## config.mk

```make
export PLATFORM = sky130hd
export DESIGN_NAME = mc_datapath_mdu
export DESIGN_NICKNAME = d
export VERILOG_FILES = /design/src/rtl/mc_dp_pkg.sv /design/src/rtl/mc_mdu.sv /design/src/rtl/mc_datapath_mdu.sv
export SDC_FILE = /design/constraint.sdc
export NUM_CORES = 2
export LEC_CHECK = 0
export ABC_AREA = 1
export BUFFER_PORTS_ARGS = -buffer_cell sky130_fd_sc_hd__buf_2
export CAP_MARGIN = 25
export CELL_PAD_IN_SITES_DETAIL_PLACEMENT = 1
export CELL_PAD_IN_SITES_GLOBAL_PLACEMENT = 1
export CORE_AREA = 5 5 482 342
export CTS_CLUSTER_SIZE = 40
export DETAILED_ROUTE_END_ITERATION = 7
export DIE_AREA = 0 0 487 347
export PLACE_DENSITY_LB_ADDON = 0.12
export SYNTH_ARGS = -nofsm -noshare
export SYNTH_HDL_FRONTEND = slang
export SYNTH_HIERARCHICAL = 1
export SYNTH_SLANG_ARGS = --single-unit
export TNS_END_PERCENT = 1
```

## constraint.sdc

```tcl
create_clock -name clk -period 6.8 [get_ports clk]
set_input_delay 1.7 -clock clk [delete_from_list [all_inputs] [get_ports clk]]
set_output_delay 1.7 -clock clk [all_outputs]
set_load 0.005 [all_outputs]
```

## src/rtl/mc_dp_pkg.sv

```systemverilog
// Shared types and encodings for the multi-cycle MIPS datapath with multiply unit.
package mc_dp_pkg;

  localparam logic [2:0] ALU_AND = 3'b000;
  localparam logic [2:0] ALU_OR  = 3'b001;
  localparam logic [2:0] ALU_ADD = 3'b010;
  localparam logic [2:0] ALU_SUB = 3'b110;
  localparam logic [2:0] ALU_SLT = 3'b111;

  localparam int unsigned INSTR_W = 32;

  typedef enum logic [1:0] {WB_ALU, WB_MEM, WB_HI, WB_LO} memtoreg_e;
  typedef enum logic [1:0] {PC_ALU, PC_ALUOUT, PC_JUMP, PC_JR} pcsrc_e;
  typedef enum logic [1:0] {SRCB_B, SRCB_FOUR, SRCB_IMM, SRCB_IMM4} alusrcb_e;
  typedef enum logic [1:0] {MDU_IDLE, MDU_RUN, MDU_DONE} mdu_state_e;

  // R-type view of the instruction register
  typedef struct packed {
    logic [5:0] op;
    logic [4:0] rs;
    logic [4:0] rt;
    logic [4:0] rd;
    logic [4:0] shamt;
    logic [5:0] funct;
  } instr_t;

endpackage

```

## src/rtl/mc_mdu.sv

```systemverilog
// Iterative shift-add multiplier producing a 2*WIDTH product into HI/LO.
module mc_mdu
  import mc_dp_pkg::*;
#(
  parameter int unsigned WIDTH = 32
) (
  input  logic             clk,
  input  logic             reset,
  input  logic             start,
  input  logic             sgn,
  input  logic [WIDTH-1:0] a,
  input  logic [WIDTH-1:0] b,
  output logic [WIDTH-1:0] hi,
  output logic [WIDTH-1:0] lo,
  output logic             busy,
  output logic             done
);

  localparam int unsigned CW = $clog2(WIDTH + 1);
  localparam int unsigned PW = 2 * WIDTH;

  mdu_state_e        state, state_n;
  logic [CW-1:0]     count, count_n;
  logic [WIDTH-1:0]  mcand, mcand_n;
  logic [PW-1:0]     prod, prod_n;
  logic              neg, neg_n;
  logic              busy_n, done_n;
  logic [WIDTH:0]    step_sum;
  logic [PW-1:0]     result;

  // Low half of prod holds the remaining multiplier bits; high half accumulates.
  assign step_sum = {1'b0, prod[PW-1:WIDTH]} + (prod[0] ? {1'b0, mcand} : '0);
  assign result   = neg ? -prod : prod;

  always_comb begin
    state_n = state;
    count_n = count;
    mcand_n = mcand;
    prod_n  = prod;
    neg_n   = neg;
    case (state)
      MDU_IDLE: begin
        if (start) begin
          mcand_n = (sgn && a[WIDTH-1]) ? -a : a;
          prod_n  = {WIDTH'(0), ((sgn && b[WIDTH-1]) ? -b : b)};
          neg_n   = sgn & (a[WIDTH-1] ^ b[WIDTH-1]);
          count_n = CW'(WIDTH);
          state_n = MDU_RUN;
        end
      end
      MDU_RUN: begin
        if (count == '0) begin
          state_n = MDU_DONE;
        end else begin
          prod_n  = {step_sum, prod[WIDTH-1:1]};
          count_n = count - CW'(1);
        end
      end
      MDU_DONE: state_n = MDU_IDLE;
      default:  state_n = MDU_IDLE;
    endcase
    busy_n = (state_n != MDU_IDLE);
    done_n = (state_n == MDU_DONE);
  end

  always_ff @(posedge clk) begin
    if (!reset) begin
      state <= MDU_IDLE;
      count <= '0;
      mcand <= '0;
      prod  <= '0;
      neg   <= 1'b0;
      busy  <= 1'b0;
      done  <= 1'b0;
      hi    <= '0;
      lo    <= '0;
    end else begin
      state <= state_n;
      count <= count_n;
      mcand <= mcand_n;
      prod  <= prod_n;
      neg   <= neg_n;
      busy  <= busy_n;
      done  <= done_n;
      // HI/LO commit at the end of DONE so a same-cycle read sees the old product
      if (state == MDU_DONE) begin
        {hi, lo} <= result;
      end
    end
  end

endmodule

```

## src/rtl/mc_datapath_mdu.sv

```systemverilog
// Multi-cycle MIPS datapath: PC/IR/MDR/A/B/ALUOut, register file, ALU, muxes and MDU.
module mc_datapath_mdu
  import mc_dp_pkg::*;
#(
  parameter int unsigned      WIDTH    = 32,
  parameter int unsigned      NREGS    = 32,
  parameter logic [WIDTH-1:0] RESET_PC = '0
) (
  input  logic             clk,
  input  logic             reset,
  input  logic             pcen,
  input  logic             iord,
  input  logic             irwrite,
  input  logic             regdst,
  input  logic [1:0]       memtoreg,
  input  logic             regwrite,
  input  logic             alusrca,
  input  logic [1:0]       alusrcb,
  input  logic [2:0]       alucontrol,
  input  logic [1:0]       pcsrc,
  input  logic [WIDTH-1:0] readdata,
  input  logic             mdu_start,
  input  logic             mdu_signed,
  output logic [5:0]       op,
  output logic [5:0]       funct,
  output logic             zero,
  output logic [WIDTH-1:0] adr,
  output logic [WIDTH-1:0] writedata,
  output logic             mdu_busy,
  output logic             mdu_done
);

  localparam int unsigned RAW = $clog2(NREGS);

  logic [WIDTH-1:0]   pc, mdr, a, b, aluout;
  logic [INSTR_W-1:0] ir;
  instr_t             ins;
  logic [WIDTH-1:0]   pcnext, srca, srcb, aluresult;
  logic [WIDTH-1:0]   signimm, jtarget, wd3, rd1, rd2;
  logic [WIDTH-1:0]   hi, lo;
  logic [RAW-1:0]     ra1, ra2, wa;
  logic [WIDTH-1:0]   rf [NREGS];

  assign ins       = ir;
  assign op        = ins.op;
  assign funct     = ins.funct;
  assign adr       = iord ? aluout : pc;
  assign writedata = b;
  assign zero      = (aluresult == '0);
  assign signimm   = {{(WIDTH-16){ir[15]}}, ir[15:0]};
  assign jtarget   = {pc[WIDTH-1:28], ir[25:0], 2'b00};

  // Architectural and inter-cycle registers
  always_ff @(posedge clk) begin
    if (!reset) begin
      pc     <= RESET_PC;
      ir     <= '0;
      mdr    <= '0;
      a      <= '0;
      b      <= '0;
      aluout <= '0;
    end else begin
      if (pcen) begin
        pc <= pcnext;
      end
      if (irwrite) begin
        ir <= readdata[INSTR_W-1:0];
      end
      mdr    <= readdata;
      a      <= rd1;
      b      <= rd2;
      aluout <= aluresult;
    end
  end

  // Register file: combinational reads, register 0 hard-wired to zero
  assign ra1 = RAW'(ins.rs);
  assign ra2 = RAW'(ins.rt);
  assign wa  = regdst ? RAW'(ins.rd) : RAW'(ins.rt);
  assign rd1 = (ra1 == '0) ? '0 : rf[ra1];
  assign rd2 = (ra2 == '0) ? '0 : rf[ra2];

  always_ff @(posedge clk) begin
    if (regwrite && (wa != '0)) begin
      rf[wa] <= wd3;
    end
  end

  always_comb begin
    wd3 = aluout;
    case (memtoreg_e'(memtoreg))
      WB_ALU: wd3 = aluout;
      WB_MEM: wd3 = mdr;
      WB_HI:  wd3 = hi;
      WB_LO:  wd3 = lo;
      default: wd3 = aluout;
    endcase
  end

  assign srca = alusrca ? a : pc;

  always_comb begin
    srcb = b;
    case (alusrcb_e'(alusrcb))
      SRCB_B:    srcb = b;
      SRCB_FOUR: srcb = WIDTH'(4);
      SRCB_IMM:  srcb = signimm;
      SRCB_IMM4: srcb = {signimm[WIDTH-3:0], 2'b00};
      default:   srcb = b;
    endcase
  end

  always_comb begin
    aluresult = '0;
    case (alucontrol)
      ALU_AND: aluresult = srca & srcb;
      ALU_OR:  aluresult = srca | srcb;
      ALU_ADD: aluresult = srca + srcb;
      ALU_SUB: aluresult = srca - srcb;
      ALU_SLT: aluresult = WIDTH'($signed(srca) < $signed(srcb));
      default: aluresult = '0;
    endcase
  end

  always_comb begin
    pcnext = aluresult;
    case (pcsrc_e'(pcsrc))
      PC_ALU:    pcnext = aluresult;
      PC_ALUOUT: pcnext = aluout;
      PC_JUMP:   pcnext = jtarget;
      PC_JR:     pcnext = a;
      default:   pcnext = aluresult;
    endcase
  end

  mc_mdu #(.WIDTH(WIDTH)) u_mdu (
    .clk   (clk),
    .reset (reset),
    .start (mdu_start),
    .sgn   (mdu_signed),
    .a     (a),
    .b     (b),
    .hi    (hi),
    .lo    (lo),
    .busy  (mdu_busy),
    .done  (mdu_done)
  );

endmodule

```

# Word-level counts from Yosys, hierarchy flattened
# Memory sizes are Yosys's and may differ from the RTL's. A register that Yosys moved wholly into a read port is not among the register bits.
# Cells that the tools add are included.
[classes] eq_ne=18 n_bitwise=6 magnitude_cmp=1 muxes=22 n_reduce_logical=20 n_addsub=7
[op_table] cell="32-bit one-hot mux with 4 select lines" n=3
[op_table] cell="64-bit two-way mux" n=3
[op_table] cell="32-bit two-way mux" n=5
[op_table] cell="32-bit one-hot mux with 5 select lines" n=1
[op_table] cell="64-bit one-hot mux with 2 select lines" n=1
[op_table] cell="32-bit negation" n=2
[op_table] cell="64-bit negation" n=1
[op_table] cell="32-bit by 33-bit adder with 33-bit output" n=1
[op_table] cell="32-bit adder" n=1
[op_table] cell="32-bit bitwise AND" n=1
[op_table] cell="32-bit zero test" n=1
[op_table] cell="32-bit < comparator" n=1
[op_table] cell="32-bit bitwise OR" n=1
[op_table] cell="32-bit subtractor" n=1
[op_table] cell="2-bit equality test, second input constant" n=8
[op_table] cell="6-bit two-way mux" n=2
[op_table] cell="6-bit one-hot mux with 2 select lines" n=1
[op_table] cell="5-bit zero test" n=2
[op_table] cell="2-bit by 1-bit equality test with 1-bit output, second input constant" n=4
[op_table] cell="2-bit zero test" n=4
[op_table] cell="3-bit equality test, second input constant" n=2
[op_table] cell="6-bit zero test" n=1
[op_table] cell="6-bit by 1-bit subtractor with 6-bit output, second input constant" n=1
[op_table] cell="5-bit two-way mux" n=1
[op_table] cell="16 further kinds" n=25
[word_totals] register_bits=299 ramBits=1024 in_bits=51 mem_count=1
[memory_table] memory="rf" depth=32 word_bits=32 rd=2 rd_clocked_by_memory_dff=2 write_ports=1 line="mc_datapath_mdu.sv:42" text="logic [WIDTH-1:0] rf [NREGS];"

# Longest topological paths before layout
[logic_depth] word_depth=5 mapped_depth=28 ltp_nobuf=26

# Cells and area by module
# The synthesis kept the hierarchy.
[by_module_without_submodules] mod="mc_datapath_mdu" area_per_inst_um2=64350.5 n_inst=1 cells_each=7395
[by_module_without_submodules] mod="mc_mdu" area_per_inst_um2=13304.0 n_inst=1 cells_each=2261

# Least setup slack after synthesis
# No wires, ideal clock.
[synth_timing] path_kind="input to output" from="input alusrcb[1]" to="output zero" slack_ns=0.415 cell_stages=25 n_path_buf=2 t_arrival_ns=4.685 path_cell_list="clkbuf_1 nor2_1 clkbuf_1 a22oi_1 inv_1 ha_1 inv_1 fa_1 inv_1 nand3_1 nand2_2 nand2_1 nand2_1 nand2_1 nand2_1 nand2_1 nand3_1 nand2_1 nor2_2 nand2_1 nor2_1 nand2_1 nor2_1 nand2_1 nor2_1"
[synth_via] elab_chain_len=5 elab_cells_between_ends=12 classes_between="2 x add/sub; 1 x order compare; 3 x eq/ne; 2 x mux; 2 x bitwise; 2 x reduce/logical"
[synth_lines] element="from (decl)" line="mc_datapath_mdu.sv:18" text="input logic [1:0] alusrcb,"
[synth_lines] element="2-bit equality test (tied with other cells)" line="mc_datapath_mdu.sv:104" text="case (alusrcb_e'(alusrcb))"
[synth_lines] element="32-bit one-hot mux with 4 select lines (*)" line="mc_datapath_mdu.sv:104"
[synth_lines] element="32-bit subtractor (tied with other cells)" line="mc_datapath_mdu.sv:119" text="ALU_SUB: aluresult = srca - srcb;"
[synth_lines] element="32-bit one-hot mux with 5 select lines (*)" line="mc_datapath_mdu.sv:115" text="case (alucontrol)"
[synth_lines] element="32-bit zero test (*)" line="mc_datapath_mdu.sv:49" text="assign zero = (aluresult == '0);"
[synth_lines] element="to (decl)" line="mc_datapath_mdu.sv:26" text="output logic zero,"
# Every way passes the cells marked *; elsewhere a longest branch is shown, timed or not.

# Final worst setup path
[layout_timing] from="input alusrcb[0]" to="output zero"
# The elaborated chain is that of the path after synthesis.

==> results.py <==
metrics = {
    "global_route": {
        "groute.layer.met1.usage_pct": 57.8,
        "grt_use_met2_pct": 58.8,
        "use_met3_pct": 10.9,
        "grt_pass1_vias": 76145,
        "gr-max-usage-layer": "met2",
        "grt_pass1_wl_microns": 518000,
        "grt_max_degree": 206,
        "grt.total_usage_pct": 41.3,
        "antenna_found_initial": 18,
        "gr-total-overflow": 0,
    },
    "critical_path": {
        "crit_slowest_cell": "nor2_4",
        "cp.buffers_inverters": 8,
        "critPathArrivalTime_ns": 5.03,
        "max_stage_delay_ns": 0.23,
        "cp_cell_sequence": "clkbuf_4 > nor2_4 > buf_12 > buf_4 > a21oi_2 > buf_4 > ha_1 > inv_1 > o21ai_1 > buf_4 > a21oi_1 > nand2_1 > a21oi_1 > nand3_1 > nand3_1 > nand3_1 > nor2_1 > nand2_1 > nor2_1 > nand2_1 > nor2_4 > buf_6 > buf_2",
        "r2r-end": "rf[11][3]",
        "r2r_cells": 7,
        "path_delay_family": "simple AND/OR/NAND/NOR gates",
        "end_kind": "output pin",
        "cp-start-kind": "input pin",
        "ff2ff_setup_slack_ns": 2.47,
        "cp_num_cells": 23,
        "timing.rr.start": "ins[20]",
        "endpoint": "zero",
        "startpoint": "alusrcb[0]",
        "path_class": "in2out",
        "crit_required_ns": 5.10,
        "crit_fanout": 11,
    },
    "synth": {
        "synth-seq-area-share_pct": 49.0,
        "yosys.cell_types.count": 69,
        "synthFlopType": "edfxtp_1",
        "ys_seq_elements": 1387,
        "synth.area.top_cells": "edfxtp_1 (40%), nand2_1 (9.9%), dfxtp_1 (9.4%)",
        "synthArstFlopShare_pct": 0,
        "netlist_area_sq_um": 77700,
        "ys_warn_count": 6,
        "syn-instance-count": 9656,
        "synth_edf_count": 1024,
        "synth_top_area_share_pct": 39.6,
        "synth_top_cell_by_area": "edfxtp_1",
        "syn_avg_cell_area_sq_um": 8.04,
    },
    "finish": {
        "mostFrequentLayoutCell": "nand2_1",
        "final-seq-area_sq_um": 38100,
        "drive_gt1_share_pct": 12.7,
        "multi_input_area_sq_um": 33900,
        "fillCellCount": 19132,
        "layout_common_cells": "nand2_1 (2030), o21ai_0 (1256), inv_1 (1138), edfxtp_1 (1024), nor2_1 (780)",
        "fin_area_sq_um": 88800,
        "area_growth_pct": 14.3,
        "final_nets": 10085,
    },
    "status": {
        "status": "completed",
    },
    "sta": {
        "setup_viol": 0,
        "max_freq_mhz": 149,
        "skew_ns": 0.0268,
        "hold_viol_final": 0,
        "finalCritPeriodShare_pct": 98.9,
        "final-max-slew-violation-count": 0,
        "tightest_slew_ns": 1.19,
        "fin_crit_ns": 6.73,
        "slew_headroom_pct": 19.8,
    },
    "power_and_ir_drop": {
        "powerDensity_nw_per_um2": 266,
        "total_power_mw": 23.6,
        "p_comb_share_pct": 23.4,
        "clock_power_share_pct": 34.6,
        "p_sw_share_pct": 34.2,
        "ir_drop_v": 0.000305,
        "p_int_mw": 15.6,
        "power.share.sequential_pct": 42.1,
        "p_sw_mw": 8.09,
        "leakagePower_nw": 36.1,
    },
    "clock_network": {
        "clkLatencyLatePin_ns": 0.82,
        "cts_tree": "done",
        "htreeDepth": 4,
        "hold_buffers": 0,
        "clock_sinks": 1387,
        "clk_pin_slew_ns": 0.06,
        "clock_path_buffers": 3,
        "clock-root-buffer": "clkbuf_16",
        "cts_inserted_buffers": 144,
    },
    "placement": {
        "port_buffers": 129,
        "gp_congestion": 0.966,
        "hpwl_microns": 242000,
        "dpl_cell_area_sq_um": 83000,
    },
    "floorplan": {
        "std_cell_rows": 123,
        "die_y_microns": 347,
        "ios": 130,
        "core_region_area_sq_um": 159000,
        "die_x_microns": 487,
        "initial_core_util_pct": 48.7,
        "die_area_sq_um": 169000,
    },
    "detailed_routing": {
        "drt-pass1-iter-count": 6,
        "drc": 0,
        "viasPerCell": 6.34,
        "wire_per_inst_microns": 29.9,
        "drt_iter0_markers": 10448,
        "final_antenna_net_count": 0,
        "drt-total-wl_microns": 363000,
        "dr_total_vias": 76964,
    },
    "flow_run": {
        "drv_cap": 0,
    },
    "hold_path": {
        "hold_path_class": "reg2reg",
    },
}
[power groups by stage]
| stage | clock network [mW] | logic (mW) | registers (mW) |
|---|---|---|---|
| after floorplan | 0 | 3.06 | 9.82 |
| after global placement | 0 | 5.01 | 10.1 |
| after detailed placement | 0 | 5.15 | 10.1 |
| after CTS | 8.18 | 5.22 | 9.90 |
| after global routing | 8.57 | 5.84 | 9.94 |
| final | 8.17 | 5.53 | 9.94 |
[Yosys cell counts, types with 54 or more instances]
| cell | number |
|---|---|
| a21oi_1 | 643 |
| a221oi_1 | 88 |
| a31oi_1 | 66 |
| buf_2 | 177 |
| clkbuf_1 | 337 |
| dfxtp_1 | 363 |
| edfxtp_1 | 1024 |
| ha_1 | 150 |
| inv_1 | 1150 |
| nand2_1 | 2053 |
| nand3_1 | 487 |
| nand4_1 | 54 |
| nor2_1 | 849 |
| o211ai_1 | 228 |
| o21ai_0 | 1271 |
| o22ai_1 | 142 |
[logic make-up (layout without fill, tap and decap cells)]
| group | count (synthesis) | in the layout | share of synthesized area [%] |
|---|---|---|---|
| buf+inv | 1772 | 2088 | 9.01 |
| simple gates | 3634 | 3634 | 19.5 |
| other cells | 1 | 46 | 0.00483 |
| compound gates | 2642 | 2642 | 19.2 |
| fa+ha+maj | 153 | 153 | 2.49 |
| mux | 14 | 14 | 0.203 |
| xor+xnor | 53 | 53 | 0.598 |
| flops | 1387 | 1387 | 49.0 |
[metrics by stage]
step	hold slack (ns)	setup slack (ns)	TNS (ns)	util (%)	instances
3_3_place_gp	0.445	-0.277	-0.277	52.0	11838
6_report	0.462	0.0747	0	55.7	12142
5_1_grt	0.482	-0.0178	-0.0178	55.7	12132
4_1_cts	0.461	0.000331	0	55.1	12108
3_5_place_dp	0.450	-0.301	-0.301	52.0	11840
2_1_floorplan	0.422	0.415	0	-	9687
[state kept, by name, indices dropped and copies added (netlist names), 2 cells and up]
| name | flops |
|---|---|
| rf | 1024 |
| u_mdu/prod | 64 |
| a | 32 |
| aluout | 32 |
| ins | 32 |
| mdr | 32 |
| pc | 32 |
| u_mdu/hi | 32 |
| u_mdu/lo | 32 |
| u_mdu/mcand | 32 |
| writedata | 32 |
| u_mdu/count | 6 |
| u_mdu/state | 2 |
[routing by layer]
layer | vias to the layer above | routed length (microns)
met5 | - | 28
met4 | 4 | 21300
met3 | 989 | 46100
met2 | 4652 | 149000
met1 | 38105 | 146000
li1 | 33214 | -
[final cells by class]
class	count	area share, %
Sequential cell	1387	42.9
Multi-Input combinational cell	6528	38.2
Timing Repair Buffer	636	5.49
Inverter	1184	5.04
Clock buffer	193	4.54
Tap cell	2125	3.00
Clock inverter	75	0.810
Antenna cell	14	0.0395
[worst min-delay path by stage]
stage,to,startpoint,depth (start not counted),slack (ns)
2_1_floorplan,u_mdu/count[0],u_mdu/count[0],1,0.42
3_3_place_gp,u_mdu/count[0],u_mdu/count[0],1,0.44
5_1_grt,u_mdu/mcand[27],u_mdu/mcand[27],2,0.48
4_1_cts,u_mdu/mcand[29],u_mdu/mcand[29],2,0.46
6_report,u_mdu/mcand[29],u_mdu/mcand[29],2,0.46
3_5_place_dp,u_mdu/mcand[29],u_mdu/mcand[29],2,0.45
[repair_timing]
item                       4_1_cts  5_1_grt
cloned                           0        0
setup endpoints to repair        1        1
setup buffers                    0       15
resized for setup               43      178
hold endpoints to repair         0        0
pin swaps                        0       29
[worst reg2reg max path, stage by stage, from the launching register on]
cell,delay [ns]
dfxtp_4,0.55
inv_1,0.56
o21ai_0,0.44
nor2_1,0.15
a31oi_2,0.38
nand4_1,0.50
nor2_4,0.58
buf_4,0.76
Note: power is estimated with default switching activity, not from simulation.
